==> src/rtl/pc_gen.sv <==
// rtl/pc_gen.sv - MiniMIPS32 IF fetch-address generator with req/ack memory handshake and buffered redirects.
// Optional misaligned-branch check enabled by defining PCGEN_ALIGN_CHECK_EN.
module pc_gen #(
   parameter int                ADDR_W  = 32,
   parameter logic [ADDR_W-1:0] INIT_PC = 32'hBFC0_0000,
   parameter int                FETCH_N = 1,
   parameter int                STALL_W = 6
) (
   input  logic              cpu_clk_75M,
   input  logic              cpu_rst_n,
   input  logic [STALL_W-1:0] stall,
   input  logic              branch_flag_i,
   input  logic [ADDR_W-1:0] branch_target_address_i,
   input  logic              cp0_branch_flag,
   input  logic [ADDR_W-1:0] cp0_branch_addr,
   input  logic              if_ack,
   output logic [ADDR_W-1:0] pc,
   output logic              ce,
   output logic              if_req,
   output logic              inst_valid_o,
   output logic              adel_o,
   output logic [ADDR_W-1:0] badvaddr_o
);

   localparam logic [ADDR_W-1:0] STEP = ADDR_W'(4 * FETCH_N);

   typedef enum logic [1:0] {
      ST_RST   = 2'd0,
      ST_RUN   = 2'd1,
      ST_DRAIN = 2'd2
   } state_t;

   state_t            state, state_nxt;
   logic [ADDR_W-1:0] pc_nxt;
   logic              pend_v, pend_v_nxt;
   logic [ADDR_W-1:0] pend_addr, pend_addr_nxt;
   logic [ADDR_W-1:0] cp0_addr, cp0_addr_nxt;
   logic              consume;
   logic              br_bad;
   logic              br_take;
   logic              unused_stall;

   assign unused_stall = ^stall;

`ifdef PCGEN_ALIGN_CHECK_EN
   assign br_bad = branch_flag_i & (branch_target_address_i[1:0] != 2'b00);
`else
   assign br_bad = 1'b0;
`endif
   assign br_take = branch_flag_i & ~br_bad;
   assign consume = if_ack & ~stall[0];

   assign ce           = (state != ST_RST);
   assign if_req       = (state != ST_RST);
   assign inst_valid_o = if_ack & (state == ST_RUN) & ~cp0_branch_flag;

   always_comb begin
      state_nxt     = state;
      pc_nxt        = pc;
      pend_v_nxt    = pend_v;
      pend_addr_nxt = pend_addr;
      cp0_addr_nxt  = cp0_addr;
      case (state)
         ST_RST: state_nxt = ST_RUN;
         ST_RUN: begin
            // CP0 redirect flushes any buffered branch; with an ack it ignores stall.
            if (cp0_branch_flag) begin
               pend_v_nxt = 1'b0;
               if (if_ack) begin
                  pc_nxt = cp0_branch_addr;
               end else begin
                  cp0_addr_nxt = cp0_branch_addr;
                  state_nxt    = ST_DRAIN;
               end
            end else if (consume) begin
               pend_v_nxt = 1'b0;
               if (br_take)     pc_nxt = branch_target_address_i;
               else if (pend_v) pc_nxt = pend_addr;
               else             pc_nxt = pc + STEP;
            end else if (br_take) begin
               pend_v_nxt    = 1'b1;
               pend_addr_nxt = branch_target_address_i;
            end
         end
         ST_DRAIN: begin
            if (cp0_branch_flag) cp0_addr_nxt = cp0_branch_addr;
            if (if_ack) begin
               pc_nxt    = cp0_addr_nxt;
               state_nxt = ST_RUN;
            end
         end
         default: state_nxt = ST_RST;
      endcase
   end

   always_ff @(posedge cpu_clk_75M) begin
      if (!cpu_rst_n) begin
         state     <= ST_RST;
         pc        <= INIT_PC;
         pend_v    <= 1'b0;
         pend_addr <= '0;
         cp0_addr  <= '0;
      end else begin
         state     <= state_nxt;
         pc        <= pc_nxt;
         pend_v    <= pend_v_nxt;
         pend_addr <= pend_addr_nxt;
         cp0_addr  <= cp0_addr_nxt;
      end
   end

`ifdef PCGEN_ALIGN_CHECK_EN
   logic adel_nxt;

   // A dropped misaligned branch only counts when it would have been considered.
   assign adel_nxt = (state == ST_RUN) & br_bad & ~cp0_branch_flag;

   always_ff @(posedge cpu_clk_75M) begin
      if (!cpu_rst_n) begin
         adel_o     <= 1'b0;
         badvaddr_o <= '0;
      end else begin
         adel_o     <= adel_nxt;
         badvaddr_o <= adel_nxt ? branch_target_address_i : '0;
      end
   end
`else
   assign adel_o     = 1'b0;
   assign badvaddr_o = '0;
`endif

endmodule

==> config.mk <==
export PLATFORM = sky130hd
export DESIGN_NAME = pc_gen
export DESIGN_NICKNAME = d
export VERILOG_FILES = /design/src/rtl/pc_gen.sv
export SDC_FILE = /design/constraint.sdc
export NUM_CORES = 1
export LEC_CHECK = 0
export CAP_MARGIN = 5
export CELL_PAD_IN_SITES_DETAIL_PLACEMENT = 1
export CELL_PAD_IN_SITES_GLOBAL_PLACEMENT = 1
export CORE_MARGIN = 5
export CORE_UTILIZATION = 32
export DETAILED_ROUTE_END_ITERATION = 12
export HOLD_SLACK_MARGIN = 0.15
export MAX_ROUTING_LAYER = met4
export PLACE_DENSITY_LB_ADDON = 0.08
export SLEW_MARGIN = 10
export SYNTH_ARGS = -nofsm -noshare
export SYNTH_HDL_FRONTEND = slang
export SYNTH_SLANG_ARGS = --single-unit
==> constraint.sdc <==
create_clock -name cpu_clk_75M -period 1.9 [get_ports cpu_clk_75M]
set_input_delay 0.38 -clock cpu_clk_75M [delete_from_list [all_inputs] [get_ports cpu_clk_75M]]
set_output_delay 0.38 -clock cpu_clk_75M [all_outputs]
set_load 0.02 [all_outputs]
# ---- Yosys cells after proc, flatten, opt, wreduce, memory -nomap -nowiden
# Cells that the tools add are included.
# W data, S select, Z words.
dict set report classes {
  n_addsub 1
  eq_ne 7
  muxes 18
  bitwise_logic 6
  reduce_logical 9
}
# operator count
set op_table {}
lappend op_table {{$mux W32} 9}
lappend op_table {{$pmux W32 S2} 2}
lappend op_table {{$add A32 B3 Y32 const B} 1}
lappend op_table {{$reduce_and A4 Y1} 2}
lappend op_table {{$mux W2} 3}
lappend op_table {{$ne A2 B2 Y1 const B} 3}
lappend op_table {{$ne A3 B3 Y1 const B} 2}
lappend op_table {{$pmux W2 S3} 1}
lappend op_table {{$reduce_and A3 Y1} 2}
lappend op_table {{$reduce_bool A2 Y1} 2}
lappend op_table {{$and A1 B1 Y1} 3}
lappend op_table {{$mux W1} 3}
lappend op_table {{$not A1 Y1} 3}
lappend op_table {{$reduce_bool A3 Y1} 1}
lappend op_table {{$eq A2 B1 Y1 const B} 1}
lappend op_table {{$eq A2 B2 Y1 const B} 1}
lappend op_table {{$logic_not A2 Y1} 1}
lappend op_table {{$reduce_and A2 Y1} 1}
dict set report totals {
  register_bits 99
  in_bits 75
  out_inout_bits 68
  word_cells 46
}

# ---- Longest topological paths before layout
dict set report logic_depth {
  ltp_word 6
  depth_mapped 10
  mapped_depth_nobuf 7
}

# ---- Worst setup path after synthesis
# No wires, ideal clock.
dict set report synth_path {
  path_kind {register to register}
  startpoint {register pc[2]}
  endpoint {register pc[24]}
  setup_time_ns 0.069
  arrival_ns 1.997
  required_time_ns 1.831
  slack_ns -0.165
  path_stages_with_launch 7
  path_buffers 0
  period_less_slack_ns 2.065
  path_cell_list {dfxtp_1 > ha_1 > nand4_2 > nor4_4 > nand2_1 > o41a_1 > o21ai_1}
}
dict set report synth_between {
  elab_chain_len 6
}
# item line_no
set synth_lines {}
lappend synth_lines {{start: declaration} 17} ;# output logic [ADDR_W-1:0] pc,
lappend synth_lines {{start signal: assignment} 105} ;# pc <= pc_nxt;
lappend synth_lines {{$add A32 B3 Y32} 79} ;# else pc_nxt = pc + STEP;
lappend synth_lines {{$mux W32} 78} ;# else if (pend_v) pc_nxt = pend_addr;
lappend synth_lines {{$mux W32} 77} ;# if (br_take) pc_nxt = branch_target_address_i;
lappend synth_lines {{$mux W32} 75} ;# end else if (consume) begin
lappend synth_lines {{$mux W32} 67} ;# if (cp0_branch_flag) begin
lappend synth_lines {{$pmux W32 S2} 63} ;# case (state)
# No other way between the ends. The select of a mux whose other input is x is not followed.
# A chain may end at the register's enable or synchronous reset.

# ---- Worst setup path in the final report
dict set report layout_path {
  startpoint {register pc[2]}
  endpoint {register pc[26]}
}
# The elaborated chain is that of the path after synthesis.

==> load_flow_metrics.sql <==
INSERT INTO impl_metrics (metric_group, metric, value, unit) VALUES
('status', 'outcome', 'complete, no violations', ''),
('timing', 'setup_viol_count_final', '0', ''),
('synthesis', 'seq_cells_post_synth', '99', ''),
('timing', 'post-route-period-util', '98.97', '%'),
('synthesis', 'synth_edf_count', '0', ''),
('timing', 'timing.final.hold_violations', '0', ''),
('worst_setup_path', 'cp.buffers_inverters', '1', ''),
('die', 'rows', '49', ''),
('worst_setup_path', 'start_kind', 'register', ''),
('power', 'pwr-share-comb', '29.8', '%'),
('worst_setup_path', 'timing.setup.critical_path_class', 'reg -> reg', ''),
('grt', 'grt.busiest_layer', 'met2', ''),
('die', 'effective_utilization_at_floorplan', '32.81', '%'),
('die', 'ios', '143', ''),
('grt', 'globalRouteMet2Util', '36.74', '%'),
('cts', 'cts_sinks', '99', ''),
('placement', 'buffer_ports.inserted', '104', ''),
('final_layout', 'multi_input_area', '3586', 'µm²'),
('route', 'routed-via-count', '6441', ''),
('placement', 'placer_s_final_routability_congestion_estimate', '0.8688', ''),
('grt', 'groute.layer.met1.usage', '29.30', '%'),
('power', 'vdd_ir_drop_max', '533.1', 'µV'),
('worst_setup_path', 'worst_ep_required_time', '2.15', 'ns'),
('synthesis', 'per_instance_average_area_after_synthesis', '7.336', 'µm²'),
('power', 'internal_pwr_total', '4077', 'µW'),
('power', 'share_clk_of_total_power', '31.3', '%'),
('final_layout', 'area.growth.synth_to_final', '37.42', '%'),
('timing', 'slew_violations', '0', ''),
('final_layout', 'area.sequential', '1998', 'µm²'),
('cts', 'cts_made_buffers', '9', ''),
('placement', 'placed_area', '7664', 'µm²'),
('cts', 'h-tree-depth', '3', ''),
('worst_setup_path', 'largest_delay_contributor_family_on_the_critical_path', 'simple AND/OR/NAND/NOR gates', ''),
('final_layout', 'fillCellCount', '2229', ''),
('grt', 'gr-usage-all-layers', '22.41', '%'),
('cts', 'cts_tree', 'yes', ''),
('final_layout', 'drive_above_1_share', '16.74', '%'),
('worst_setup_path', 'timing.critical_path.to_type', 'register', ''),
('grt', 'grt_util_met3', '2.355', '%'),
('synthesis', 'primary_ff_master_synth', 'dfxtp_1', ''),
('route', 'detail_route.wirelength', '24320', 'µm'),
('synthesis', 'synth_cells', '809', ''),
('power', 'net-switching-power', '2113', 'µW'),
('die', 'die-width', '146.2', 'µm'),
('timing', 'clock-skew-final', '0.006821', 'ns'),
('route', 'avgViaCountPerCell', '5.408', ''),
('power', 'cellLeakagePower', '0.003251', 'µW'),
('grt', 'grt_first_pass_wirelength', '37230', 'µm'),
('grt', 'pin_count_of_the_biggest_net_entering_global_routing', '44', ''),
('timing', 'timing.final.crit_period', '1.880', 'ns'),
('die', 'design.die.area', '21370', 'µm²'),
('route', 'wl_per_cell', '20.42', 'µm'),
('flow_run', 'max_cap_viol_count', '0', ''),
('synthesis', 'async_sr_flop_fraction', '0', '%'),
('worst_setup_path', 'crit_chain', 'ha_2, nand4_4, nor4_4, buf_4, and3b_1, o311ai_0, o31a_1', ''),
('cts', 'clock_transition_time_at_the_flip_flop_clock_pins_of_the_worst_setup_and_hold_paths', '0.08', 'ns'),
('worst_setup_path', 'r2r_setup_slack', '0.02', 'ns'),
('synthesis', 'ys_warn_count', '0', ''),
('die', 'floorplan.core_area', '18090', 'µm²'),
('worst_setup_path', 'worst_flop_to_flop_path_endpoint', 'pc[26]$_SDFFE_PN1P_', ''),
('cts', 'max-clock-path-buffers', '2', ''),
('placement', 'dp_slack', '-0.2368', 'ns'),
('final_layout', 'num_antenna_cells', '0', ''),
('worst_setup_path', 'timing.critical_path.from', 'pc[2]$_SDFFE_PN0P_', ''),
('worst_setup_path', 'critical_path.reg2reg.startpoint', 'pc[2]$_SDFFE_PN0P_', ''),
('power', 'seq_power_share', '39.0', '%'),
('cts', 'hold_buffers', '0', ''),
('worst_setup_path', 'slowest_stage', 'dfxtp_4', ''),
('timing', 'setup_ws', '0.01951', 'ns'),
('route', 'drt_iter0_drc', '376', ''),
('worst_setup_path', 'cp.arrival', '2.13', 'ns');
cells in the final DEF (no fill, tap or decap), drive strengths merged, types with 6 or more instances in the layout:
master	netlist	final
o21a	6	6
nand3	23	23
mux2i	10	10
inv	11	11
nand2	195	195
clkdlybuf4s50	0	85
dlymetal6s2s	0	7
nor2	26	26
a21oi	116	116
xor2	8	8
nand3b	8	8
clkbuf	51	15
nor4	6	6
nor3	14	14
conb	1	33
xnor2	6	6
o211a	6	6
nor2b	10	10
o31ai	6	6
nand2b	9	9
nand4	11	11
buf	46	98
dlygate4sd2	0	7
dfxtp	99	99
o211ai	15	15
a211oi	7	7
o21ai	33	33
and3	11	11
per-stage QoR:
| step | hold WS [ns] | total power [µW] | TNS, ns | utilization, % | cells |
|---|---|---|---|---|---|
| after floorplan | 0.4312 | 3394 | -0.007918 | - | 841 |
| after global placement | 0.4393 | 4195 | -6.251 | 42.37 | 1172 |
| after detailed placement | 0.4497 | 4256 | -10.06 | 42.37 | 1172 |
| after CTS | 0.4604 | 6198 | -0.006809 | 44.25 | 1188 |
| after global routing | 0.4740 | 6463 | -0.004322 | 45.09 | 1191 |
| final | 0.4561 | 6191 | 0 | 45.09 | 1191 |
worst register-to-register path, delay by kind of cell, from the launching register on:
| kind | cells | cell delay (ns) |
|---|---|---|
| DFF | 1 | 0.38 |
| adders and majority gates | 1 | 0.21 |
| and+or+nand+nor | 3 | 0.70 |
| buffers and inverters | 1 | 0.21 |
| AOI/OAI and AO/OA | 2 | 0.26 |
synth_stat cells (all sizes together), types with 2 or more instances:
library cell | n | area, µm²
a211oi | 7 | 52.55
a21boi | 2 | 15.01
a21o | 2 | 15.01
a21oi | 116 | 580.6
a221o | 5 | 50.05
a221oi | 3 | 26.28
a22oi | 2 | 15.01
a311o | 2 | 20.02
a31oi | 5 | 31.28
and2 | 2 | 12.51
and3 | 11 | 70.07
and3b | 2 | 17.52
and4 | 5 | 46.30
buf | 46 | 310.3
clkbuf | 51 | 221.5
dfxtp | 99 | 1982
ha | 4 | 50.05
inv | 11 | 41.29
mux2i | 10 | 100.1
nand2 | 195 | 732.0
nand2b | 9 | 56.30
nand3 | 23 | 125.1
nand3b | 8 | 60.06
nand4 | 11 | 96.34
nor2 | 26 | 97.59
nor2b | 10 | 62.56
nor3 | 14 | 70.07
nor3b | 4 | 35.03
nor4 | 6 | 67.56
o2111ai | 4 | 35.03
o211a | 6 | 60.06
o211ai | 15 | 112.6
o21a | 6 | 45.04
o21ai | 33 | 165.2
o221ai | 5 | 43.79
o2bb2ai | 3 | 26.28
o311ai | 4 | 35.03
o31a | 4 | 35.03
o31ai | 6 | 45.04
o41ai | 3 | 26.28
or3 | 2 | 13.77
xnor2 | 6 | 52.55
xor2 | 8 | 70.07
final cells by class:
cell class | instances | area share, %
sequential | 99 | 24.50
timing repair buffer | 202 | 23.78
clock inverter | 5 | 0.7824
clock buffer | 11 | 2.854
multi-input combinational | 633 | 43.97
tap | 229 | 3.513
inverter | 12 | 0.5983
worst min-delay path by stage:
stage | startpoint | endpoint | slack (ns) | depth (start not counted)
after detailed placement | cp0_addr[22]$_SDFFE_PN0P_ | cp0_addr[22]$_SDFFE_PN0P_ | 0.45 | 2
after global placement | pend_addr[15]$_SDFFE_PN0P_ | pend_addr[15]$_SDFFE_PN0P_ | 0.44 | 2
final | pend_addr[15]$_SDFFE_PN0P_ | pend_addr[15]$_SDFFE_PN0P_ | 0.46 | 2
after global routing | pend_addr[28]$_SDFFE_PN0P_ | pend_addr[28]$_SDFFE_PN0P_ | 0.47 | 2
after floorplan | cp0_addr[31]$_SDFFE_PN0P_ | cp0_addr[31]$_SDFFE_PN0P_ | 0.43 | 2
after CTS | pend_addr[15]$_SDFFE_PN0P_ | pend_addr[15]$_SDFFE_PN0P_ | 0.46 | 2
state kept, by name (all words and copies together), names as in the netlist:
register,cells
pend_addr,32
pend_v,1
cp0_addr,32
state,2
pc,32
power groups by stage:
stage	sequential [µW]	clock (µW)	combinational, µW
global route	2440	2050	1980
CTS	2410	1980	1810
finish	2410	1940	1840
floorplan	2500	0	899
detailed placement	2450	0	1800
global placement	2440	0	1760
per-layer routing:
layer	vias up	share of wire, %
met1	3184	47
met4	0	1.7
li1	3086	-
met3	26	3.3
met2	145	49
met5	-	0
kinds of logic after synthesis:
family,synth area share (%)
compound gates,25.60
xor+xnor,2.066
fa+ha+maj,0.8434
buf+inv,9.719
flops,33.40
mux,1.687
other cells,0.06319
simple gates,26.63
timing repair:
action,in CTS,in global routing
setup endpoints to repair,54,61
cloned,0,2
buffers inserted,0,1
gates resized for setup,26,35
pin swaps,3,6
Note: power is estimated with default switching activity, not from simulation.
